`config.mk`:
```
export PLATFORM = sky130hd
export DESIGN_NAME = byte_serializer
export DESIGN_NICKNAME = d
export VERILOG_FILES = /design/src/rtl/byte_serializer.sv
export SDC_FILE = /design/constraint.sdc
export NUM_CORES = 1
export LEC_CHECK = 0
export ABC_AREA = 1
export BUFFER_PORTS_ARGS = -buffer_cell sky130_fd_sc_hd__buf_2
export CORE_UTILIZATION = 35
export CTS_CLUSTER_SIZE = 24
export DETAILED_ROUTE_END_ITERATION = 16
export PLACE_DENSITY = 0.56
export SYNTH_ARGS = -nofsm -noshare
export SYNTH_HDL_FRONTEND = slang
export SYNTH_SLANG_ARGS = --single-unit
export TNS_END_PERCENT = 20
```
`constraint.sdc`:
```
create_clock -name clk -period 1.26 [get_ports clk]
set_input_delay 0.126 -clock clk [delete_from_list [all_inputs] [get_ports clk]]
set_output_delay 0.126 -clock clk [all_outputs]
set_load 0.01 [all_outputs]
```
`src/rtl/byte_serializer.sv`:
```
// rtl/byte_serializer.sv - parallel word to serial bit stream, one bit per clock, selectable bit order
// Build option: define SERIALIZER_PARITY_EN to append one even-parity bit after the data bits.
module byte_serializer #(
    parameter int WIDTH = 8
) (
    input  logic             clk,
    input  logic             rst_n,
    input  logic [WIDTH-1:0] i_data_in,
    input  logic             i_data_valid,
    input  logic             i_msb_first,
    output logic             o_data_ready,
    output logic             o_serial_out,
    output logic             o_serial_valid,
    output logic             o_frame_done,
    output logic             o_busy
);
    localparam int CW = $clog2(WIDTH);
    localparam logic [CW-1:0] LAST = CW'(WIDTH - 1);

`ifdef SERIALIZER_PARITY_EN
    typedef enum logic [1:0] {IDLE, SHIFT, PARITY} state_t;
`else
    typedef enum logic [0:0] {IDLE, SHIFT} state_t;
`endif

    state_t           r_state;
    state_t           w_state_nx;
    logic [WIDTH-1:0] r_shift;
    logic [CW-1:0]    r_cnt;
    logic             r_msb;
    logic             w_head;
    logic             w_last;
    logic             w_ready;
    logic             w_accept;
`ifdef SERIALIZER_PARITY_EN
    logic             r_par;
`endif

    // The head bit always sits at one end of the shift register; the register moves toward it.
    assign w_head   = r_msb ? r_shift[WIDTH-1] : r_shift[0];
    assign w_last   = (r_cnt == LAST);
`ifdef SERIALIZER_PARITY_EN
    assign w_ready  = (r_state == IDLE) || (r_state == PARITY);
`else
    assign w_ready  = (r_state == IDLE) || ((r_state == SHIFT) && w_last);
`endif
    assign w_accept = i_data_valid && w_ready;

    assign o_data_ready = w_ready;
    assign o_busy       = (r_state != IDLE);

    always_ff @(posedge clk or negedge rst_n) begin
        if (!rst_n) begin
            r_state <= IDLE;
        end else begin
            r_state <= w_state_nx;
        end
    end

    always_comb begin
        w_state_nx     = r_state;
        o_serial_out   = 1'b0;
        o_serial_valid = 1'b0;
        o_frame_done   = 1'b0;
        case (r_state)
            IDLE: begin
                if (w_accept) w_state_nx = SHIFT;
            end
            SHIFT: begin
                o_serial_out   = w_head;
                o_serial_valid = 1'b1;
`ifdef SERIALIZER_PARITY_EN
                if (w_last) w_state_nx = PARITY;
`else
                o_frame_done   = w_last;
                if (w_last) w_state_nx = w_accept ? SHIFT : IDLE;
`endif
            end
`ifdef SERIALIZER_PARITY_EN
            PARITY: begin
                o_serial_out   = r_par;
                o_serial_valid = 1'b1;
                o_frame_done   = 1'b1;
                w_state_nx     = w_accept ? SHIFT : IDLE;
            end
`endif
            default: w_state_nx = IDLE;
        endcase
    end

    always_ff @(posedge clk or negedge rst_n) begin
        if (!rst_n) begin
            r_shift <= '0;
            r_cnt   <= '0;
            r_msb   <= 1'b0;
`ifdef SERIALIZER_PARITY_EN
            r_par   <= 1'b0;
`endif
        end else if (w_accept) begin
            r_shift <= i_data_in;
            r_cnt   <= '0;
            r_msb   <= i_msb_first;
`ifdef SERIALIZER_PARITY_EN
            r_par   <= 1'b0;
`endif
        end else if (r_state == SHIFT) begin
            r_shift <= r_msb ? {r_shift[WIDTH-2:0], 1'b0} : {1'b0, r_shift[WIDTH-1:1]};
            r_cnt   <= w_last ? '0 : r_cnt + 1'b1;
`ifdef SERIALIZER_PARITY_EN
            r_par   <= r_par ^ w_head;
`endif
        end
    end
endmodule

```
==> results of run 1 <==
[routing by layer]
| metal | wire length (um) | part of all wire | vias to the layer above | global-route usage |
|---|---|---|---|---|
| met5 | 0 | 0 | - | 0 |
| met2 | 694 | 0.45 | 9 | 0.252 |
| li1 | - | - | 352 | - |
| met1 | 779 | 0.51 | 299 | 0.250 |
| met4 | 9 | 0.0059 | 0 | 0.0514 |
| met3 | 42 | 0.028 | 2 | 0.0346 |
[per-stage QoR]
step	utilization	setup TNS (ns)	std cells
6_report	0.480	-0.696	149
3_3_place_gp	0.438	-0.132	141
2_1_floorplan	-	0	97
3_5_place_dp	0.438	-0.311	141
4_1_cts	0.480	-0.684	149
5_1_grt	0.480	-1.48	149
[area by class of cell]
type                            instances  share of cell area
Multi-Input combinational cell         69               0.369
Sequential cell                        13               0.352
Timing Repair Buffer                   24               0.164
Inverter                               12              0.0510
Tap cell                               27              0.0362
Clock buffer                            4              0.0282
[final timing paths]
| kind | to | slack (ns) |
|---|---|---|
| max in group asynchronous | r_msb | 0.74 |
| setup reg to reg | r_shift[2] | -0.09 |
| setup / recovery | o_data_ready | -0.14 |
| hold / removal | r_shift[2] | 0.07 |
| hold reg to reg | r_shift[7] | 0.49 |
| min in group asynchronous | r_shift[7] | 0.27 |
[state kept, by name, indices dropped and copies added, names as in the netlist]
signal   flops
o_busy       1
r_cnt        3
r_msb        1
r_shift      8
[Yosys cell counts]
master | n | area, um^2
buf_2 | 1 | 5.00
inv_2 | 1 | 3.75
inv_1 | 10 | 37.5
nand2_2 | 1 | 6.26
a21oi_2 | 1 | 8.76
nand3_1 | 12 | 60.1
buf_6 | 1 | 11.3
buf_4 | 1 | 7.51
o21ai_0 | 7 | 35.0
nor2_2 | 1 | 6.26
nand2_4 | 1 | 11.3
o21ai_2 | 1 | 8.76
ha_1 | 2 | 25.0
nand2_1 | 42 | 158
dfrtp_1 | 13 | 325
inv_4 | 1 | 6.26
a21oi_1 | 1 | 5.00
[repair_timing]
action | CTS | global route
hold buffers | 1 | 0
pin swaps | 5 | 0
resized for setup | 5 | 1
endpoints found under the hold margin | 13 | 0
cloned | 0 | 0
buffers inserted | 3 | 0
endpoints found under the setup margin | 12 | 14
[worst max-delay path: cells and delay by family, from the launching register on]
kind                     cells  cell delay [ns]
buffers and inverters        2             0.19
adder cells (fa/ha/maj)      2             0.36
AND/OR/NAND/NOR              1             0.06
flip-flops                   1             0.39
[report_power, final]
group,internal [W],switching [W]
sequential,0.000598,0.000169
combinational,0.000445,0.000494
clock,0.000122,0.000134
total,0.00117,0.000796
[kinds of logic after synthesis]
| family | count (synthesis) | synth area share |
|---|---|---|
| AOI/OAI and AO/OA | 10 | 0.0799 |
| buffers and inverters | 15 | 0.0990 |
| adders and majority gates | 2 | 0.0347 |
| DFF | 13 | 0.451 |
| and+or+nand+nor | 57 | 0.335 |
==> results.py, run 1 <==
metrics = {
    "route": {
        "antenna_left": 0,
        "avgViaCountPerCell": 4.44,
        "drc": 0,
        "drt_iter0_drc": 10,
        "drt-total-wl_mm": 1.53,
        "wire_per_inst_um": 10.2,
        "dr.pass1.iters": 5,
        "num_vias": 662,
    },
    "synthesis": {
        "syn_inst": 97,
        "syn_area_per_cell_um2": 7.43,
        "ys_types": 17,
        "yosys_warnings": 0,
        "seq_area_frac_synth": 0.451,
        "synth-seq-cells": 13,
        "syn-num-nets": 111,
        "synth_area_um2": 721,
    },
    "die": {
        "core_um2": 1940,
        "dieHeight_um": 47.4,
        "die_w_um": 47.4,
        "pin_count": 17,
        "initial_utilization": 0.371,
        "dieArea_um2": 2240,
        "row_count": 16,
    },
    "critical_path": {
        "max_stage_delay_ns": 0.39,
        "slowest_stage": "dfrtp_1",
        "crit_path_end_kind": "primary output",
        "cp-start-kind": "register",
        "cp_cell_sequence": "ha_2, ha_4, inv_2, nand2_4, buf_6",
        "required_ns": 1.13,
        "crit_type": "reg2out",
        "r2r_cells": 7,
        "rr_startpoint": "r_cnt[1]",
        "startpoint": "r_cnt[1]",
        "path_max_fanout": 4,
        "crit_arrival_ns": 1.27,
    },
    "global_routing": {
        "grt_util_all_layers": 0.171,
        "grt_pass1_vias": 585,
        "antenna_found_initial": 0,
        "overflow": 0,
        "grt_max_degree": 14,
        "grt_pass1_wl_mm": 2.65,
    },
    "timing": {
        "final_max_slew_viol_count": 0,
        "finalHoldViolCount": 0,
        "setup_viol": 11,
        "fin_ws_ns": -0.135,
        "fin_crit_sh": 1.11,
        "rsz0062_at_grt": "true",
        "skew_ns": 0.00560,
        "max_freq_mhz": 717,
        "holdWs_ns": 0.0705,
        "worst_pin_slew_ns": 0.306,
        "relSlewSlack": 0.796,
        "period_needed_ns": 1.40,
    },
    "hold_path": {
        "hold_class": "in2reg",
        "min_path_cells": 3,
        "hp-start": "i_data_in[2]",
    },
    "run_status": {
        "status": "finished, violations left",
        "violations": "setup timing",
    },
    "pwr": {
        "total_power_w": 0.00196,
        "ir_drop_uv": 961,
        "powerDensity_nw_per_um2": 2100,
        "p_leak_nw": 0.496,
    },
    "clocking": {
        "worstSkewPairLatency_ns": 0.27,
        "numClockSinks": 13,
        "cts_made_buffers": 3,
        "cts_tree": "yes",
        "ctsRootBufferMaster": "clkbuf_4",
        "h-tree-depth": 1,
        "clk_pin_slew_worst_paths_ns": 0.08,
        "cts_max_path_buffers": 2,
    },
    "cells_and_area": {
        "diodes": 0,
        "multi_input_area_um2": 344,
        "synthToLayoutAreaGrowth_pct": 29.3,
        "layout.cells.most_common": "nand2_1",
        "final_area_um2": 932,
        "fillers": 206,
        "final_cell_mix": "nand2_1, buf_2, nand3_1",
        "drive_gt1_frac": 0.311,
        "regArea_um2": 328,
        "finalNetCount": 137,
    },
    "place": {
        "placedInstanceArea_um2": 851,
        "hpwl_mm": 1.11,
        "finalWeightedCongestion": 0.696,
        "pre_cts_slack_ns": -0.0596,
        "io_buffer_count": 16,
    },
    "run": {
        "max_cap_violations": 0,
    },
}
(Power assumes the default switching activity.)
==> run 2, diff against run 1 <==
CELL_PAD_IN_SITES_DETAIL_PLACEMENT = 1   (was not set)
CELL_PAD_IN_SITES_GLOBAL_PLACEMENT = 1   (was not set)
CORE_ASPECT_RATIO = 0.6   (was not set)
CORE_UTILIZATION = 32   (was 35)
PLACE_DENSITY = 0.69   (was 0.56)
==> run 2 against run 1 <==
Against the previous run:
- the flow still finishes with violations (setup timing)
- clock-buffer cell count unchanged
- largest cell class unchanged
- clock power rose by 44%
- critical path depth is the same
- clock skew fell by 0.0027 ns
- register-to-register slack gained 0.05 ns
- final area is 6.0% higher
==> results.py, run 2 (synthesis gave the netlist of run 1 again) <==
metrics = {
    "clocking": {
        "numClockSinks": 13,
        "ctsRootBufferMaster": "clkbuf_8",
        "worstSkewPairLatency_ns": 0.24,
        "h-tree-depth": 1,
        "clk_pin_slew_worst_paths_ns": 0.06,
        "cts_max_path_buffers": 2,
        "cts_tree": "yes",
        "cts_made_buffers": 3,
    },
    "global_routing": {
        "grt_pass1_vias": 702,
        "antenna_found_initial": 0,
        "grt_util_all_layers": 0.194,
        "grt_pass1_wl_mm": 3.35,
        "overflow": 0,
        "grt_max_degree": 14,
    },
    "cells_and_area": {
        "synthToLayoutAreaGrowth_pct": 37.2,
        "largest_reg_flops": 8,
        "layout.cells.most_common": "nand2_1",
        "regArea_um2": 327,
        "diodes": 0,
        "final_area_um2": 988,
        "final_cell_mix": "nand2_1, buf_2, dfrtp_1",
        "drive_gt1_frac": 0.374,
        "finalNetCount": 138,
        "reg_top3": "r_shift: 8 flops, r_cnt: 3 flops",
        "multi_input_area_um2": 373,
        "top_register": "r_shift",
        "fillers": 279,
    },
    "pwr": {
        "p_leak_nw": 0.517,
        "swShare": 0.410,
        "powerDensity_nw_per_um2": 2250,
        "p_int_w": 0.00132,
        "p_switching_w": 0.000913,
        "pwr-share-comb": 0.498,
        "clockPowerShare": 0.166,
        "seq_power_share": 0.336,
        "ir_drop_uv": 851,
    },
    "critical_path": {
        "cp-start-kind": "register",
        "crit_path_end_kind": "primary output",
        "required_ns": 1.13,
        "crit_arrival_ns": 1.24,
        "path_max_fanout": 3,
        "crit_type": "reg2out",
    },
    "timing": {
        "worst_pin_slew_ns": 0.311,
        "setup_viol": 12,
        "period_needed_ns": 1.37,
        "rsz0062_at_grt": "true",
        "final_max_slew_viol_count": 0,
        "fin_crit_sh": 1.09,
        "fin_setup_tns_ns": -0.474,
        "relSlewSlack": 0.793,
        "finalHoldViolCount": 0,
        "skew_ns": 0.00292,
        "max_freq_mhz": 731,
        "fin_ws_ns": -0.108,
    },
    "route": {
        "wire_per_inst_um": 13.5,
        "drt-total-wl_mm": 2.03,
        "num_vias": 713,
        "drc": 0,
        "dr.pass1.iters": 3,
        "antenna_left": 0,
        "avgViaCountPerCell": 4.72,
        "drt_iter0_drc": 23,
    },
    "run_status": {
        "status": "finished, violations left",
        "violations": "setup timing",
    },
    "die": {
        "dieArea_um2": 2450,
        "core_um2": 1980,
        "pin_count": 17,
        "initial_utilization": 0.364,
        "die_w_um": 63.3,
        "row_count": 12,
        "dieHeight_um": 38.8,
    },
    "place": {
        "placedInstanceArea_um2": 860,
        "finalWeightedCongestion": 0.726,
        "io_buffer_count": 16,
        "hpwl_mm": 1.47,
    },
    "run": {
        "max_cap_violations": 0,
    },
    "hold_path": {
        "hold_class": "in2reg",
    },
}
==> run 2: metrics by stage <==
step / power, W / utilization / setup WS, ns / std cells / hold WS [ns]
floorplan: 0.00133 / - / 0.00809 / 97 / -0.170
global placement: 0.00165 / 0.434 / -0.0152 / 143 / 0.0296
detailed placement: 0.00167 / 0.434 / -0.0790 / 143 / 0.0324
CTS: 0.00217 / 0.484 / -0.108 / 150 / 0.0829
global route: 0.00240 / 0.499 / -0.157 / 151 / 0.0921
finish: 0.00223 / 0.499 / -0.108 / 151 / 0.0872
==> run 2: critical path: stages (launching register included) <==
cell	delay, ns
dfrtp_1	0.38
ha_2	0.20
ha_4	0.18
nand2_1	0.08
inv_1	0.04
buf_2	0.13
==> run 2: layout make-up <==
| class | count | area share |
|---|---|---|
| Multi-Input combinational cell | 69 | 0.377 |
| Clock buffer | 4 | 0.0456 |
| Timing Repair Buffer | 25 | 0.158 |
| Sequential cell | 13 | 0.330 |
| Tap cell | 28 | 0.0354 |
| Inverter | 12 | 0.0532 |
==> run 2: power groups by stage <==
stage	logic (W)	registers, W	clock network, W
after CTS	0.00104	0.000748	0.000388
after global placement	0.000905	0.000742	0
after detailed placement	0.000924	0.000744	0
final	0.00111	0.000750	0.000369
after global routing	0.00123	0.000773	0.000402
after floorplan	0.000630	0.000698	0
==> run 2: worst paths after layout <==
check | start | endpoint | slack [ns] | cells past startpoint
worst max-delay path | r_cnt[0] | o_frame_done | -0.11 | 5
max in group asynchronous | rst_n | o_busy | 0.70 | 2
worst min-delay path | i_msb_first | r_msb | 0.09 | 3
min in group asynchronous | rst_n | r_shift[0] | 0.31 | 2
worst max register to register | r_cnt[0] | r_shift[1] | -0.04 | 8
worst min register to register | r_cnt[1] | r_cnt[1] | 0.49 | 2
==> run 2: repair_timing <==
action,CTS,global route
buffers inserted,2,1
hold endpoints to repair,13,0
pin swaps,2,3
resized for setup,7,7
hold buffers,1,0
setup endpoints to repair,12,15
==> run 2: routing by layer <==
metal | global-route usage | vias to the layer above | part of all wire
li1 | - | 353 | -
met1 | 0.245 | 347 | 0.50
met2 | 0.317 | 11 | 0.46
met3 | 0.0618 | 2 | 0.032
met4 | 0.0682 | 0 | 0.0054
met5 | 0 | - | 0
==> run 3, diff against run 2 <==
CORE_ASPECT_RATIO = not set   (was 0.6)
CORE_UTILIZATION = 35   (was 32)
PLACE_DENSITY = 0.72   (was 0.69)
clock period = 1.5 ns   (was 1.26 ns; I/O delays follow)
==> run 3 against run 2 <==
Against the previous run:
- the flow now finishes without violations
- combinational power down 28%
- total power decreased by 25%
- routed wire length shrank 9.2%
- first-iteration DRC count fell by 61%
- hold slack worse by 0.023 ns
- utilization decreased by 2.6 points
- final area down 7.1%
- register-to-register slack better by 0.17 ns
- sequential cell count unchanged
- clock skew is essentially flat
- sequential power is 14% lower
- critical path type unchanged
- critical endpoint is now o_data_ready
- largest power group unchanged
==> results.py, run 3 (synthesis gave the netlist of run 1 again) <==
metrics = {
    "run_status": {
        "status": "finished clean",
    },
    "route": {
        "drc": 0,
        "antenna_left": 0,
        "drt_iter0_drc": 9,
        "dr.pass1.iters": 3,
        "wire_per_inst_um": 12.6,
        "avgViaCountPerCell": 4.60,
        "num_vias": 672,
        "drt-total-wl_mm": 1.85,
    },
    "place": {
        "placedInstanceArea_um2": 818,
        "hpwl_mm": 1.35,
        "finalWeightedCongestion": 0.727,
        "io_buffer_count": 16,
    },
    "timing": {
        "skew_ns": 0.00250,
        "max_freq_mhz": 705,
        "relSlewSlack": 0.784,
        "finalHoldViolCount": 0,
        "setup_viol": 0,
        "final_max_slew_viol_count": 0,
        "fin_crit_sh": 0.945,
        "worst_pin_slew_ns": 0.323,
        "period_needed_ns": 1.42,
        "fin_setup_tns_ns": 0,
        "rsz0062_at_grt": "false",
    },
    "clocking": {
        "numClockSinks": 13,
        "cts_tree": "yes",
        "worstSkewPairLatency_ns": 0.29,
        "ctsRootBufferMaster": "clkbuf_4",
        "cts_made_buffers": 3,
        "cts_max_path_buffers": 2,
        "h-tree-depth": 1,
        "clk_pin_slew_worst_paths_ns": 0.09,
    },
    "hold_path": {
        "min_path_cells": 3,
        "min_to": "r_shift[6]",
        "hold_class": "in2reg",
        "hp-start": "i_data_in[6]",
    },
    "die": {
        "dieHeight_um": 47.4,
        "pin_count": 17,
        "core_um2": 1940,
        "dieArea_um2": 2240,
        "die_w_um": 47.4,
        "row_count": 16,
        "initial_utilization": 0.371,
    },
    "pwr": {
        "powerDensity_nw_per_um2": 1830,
        "p_leak_nw": 0.485,
        "ir_drop_uv": 908,
    },
    "critical_path": {
        "max_stage_delay_ns": 0.39,
        "crit_type": "reg2out",
        "crit_path_end_kind": "primary output",
        "cp-start-kind": "register",
        "slowest_stage": "dfrtp_1",
        "cp_cell_sequence": "ha_2, ha_4, inv_2, nand2_4, buf_6",
        "path_max_fanout": 3,
        "crit_arrival_ns": 1.27,
        "r2r_end": "r_shift[0]",
        "r2r_setup_slack_ns": 0.13,
        "rr_startpoint": "r_cnt[1]",
        "r2r_cells": 9,
        "required_ns": 1.35,
    },
    "global_routing": {
        "grt_max_degree": 14,
        "grt_util_all_layers": 0.212,
        "grt_pass1_wl_mm": 3.09,
        "overflow": 0,
        "grt_pass1_vias": 675,
        "antenna_found_initial": 0,
    },
    "cells_and_area": {
        "synthToLayoutAreaGrowth_pct": 27.4,
        "layout.cells.most_common": "nand2_1",
        "diodes": 0,
        "top_register": "r_shift",
        "reg_top3": "r_shift: 8 flops, r_cnt: 3 flops",
        "drive_gt1_frac": 0.303,
        "final_cell_mix": "nand2_1, buf_2, nand3_1",
        "final_area_um2": 918,
        "largest_reg_flops": 8,
        "finalNetCount": 134,
    },
    "run": {
        "max_cap_violations": 0,
    },
}
==> run 3: cell type report <==
| class | instances | area (um^2) |
|---|---|---|
| clock buffers | 3 | 22.5 |
| inverters | 12 | 47.5 |
| multi-input cells | 69 | 352 |
| repair buffers | 21 | 130 |
| clock inverters | 1 | 5.00 |
| flip-flops and latches | 13 | 328 |
| well taps | 27 | 33.8 |
| fillers | 271 | 1020 |
==> run 3: power breakdown <==
group | internal, W | switching, W
Sequential | 0.000502 | 0.000144
Combinational | 0.000357 | 0.000444
Clock | 0.0000991 | 0.000133
Total | 0.000959 | 0.000720
==> run 3: layer usage <==
layer  track usage  up-vias  routed length [um]
li1              -      344                   -
met1         0.277      303                 875
met2         0.323       16                 834
met3        0.0462        9                  64
met4         0.120        0                  71
met5             0        -                   0
==> run 3: repair_timing <==
action / in CTS / in global routing
endpoints found under the hold margin: 13 / 0
gates cloned: 0 / 0
hold buffers: 1 / 0
gates resized for setup: 4 / 6
buffers inserted: 3 / 0
setup endpoints to repair: 2 / 11
pin swaps: 0 / 1
==> run 3: stage by stage <==
step | util | setup slack, ns | hold WS (ns) | power [W] | instances
floorplan | - | 0.168 | -0.146 | 0.00109 | 97
finish | 0.473 | 0.0825 | 0.0638 | 0.00168 | 146
global placement | 0.421 | 0.137 | 0.0632 | 0.00128 | 138
global route | 0.473 | 0.00403 | 0.0627 | 0.00186 | 146
CTS | 0.459 | 0.0144 | 0.0575 | 0.00165 | 146
detailed placement | 0.421 | 0.0745 | 0.0633 | 0.00131 | 138
==> run 3: how the worst max path moves through the flow <==
stage                   from            to  slack (ns)
CTS                 r_cnt[0]    r_shift[2]        0.01
finish              r_cnt[1]  o_data_ready        0.08
global placement    r_cnt[0]    r_shift[4]        0.14
global route        r_cnt[1]    r_shift[3]       0.004
floorplan           r_cnt[0]    r_shift[3]        0.17
detailed placement  r_cnt[0]         r_msb        0.07
==> run 3: critical path: cells and delay by family (launching register included) <==
family | cells | cell delay, ns
buf+inv | 2 | 0.18
simple gates | 1 | 0.05
flops | 1 | 0.39
fa+ha+maj | 2 | 0.36
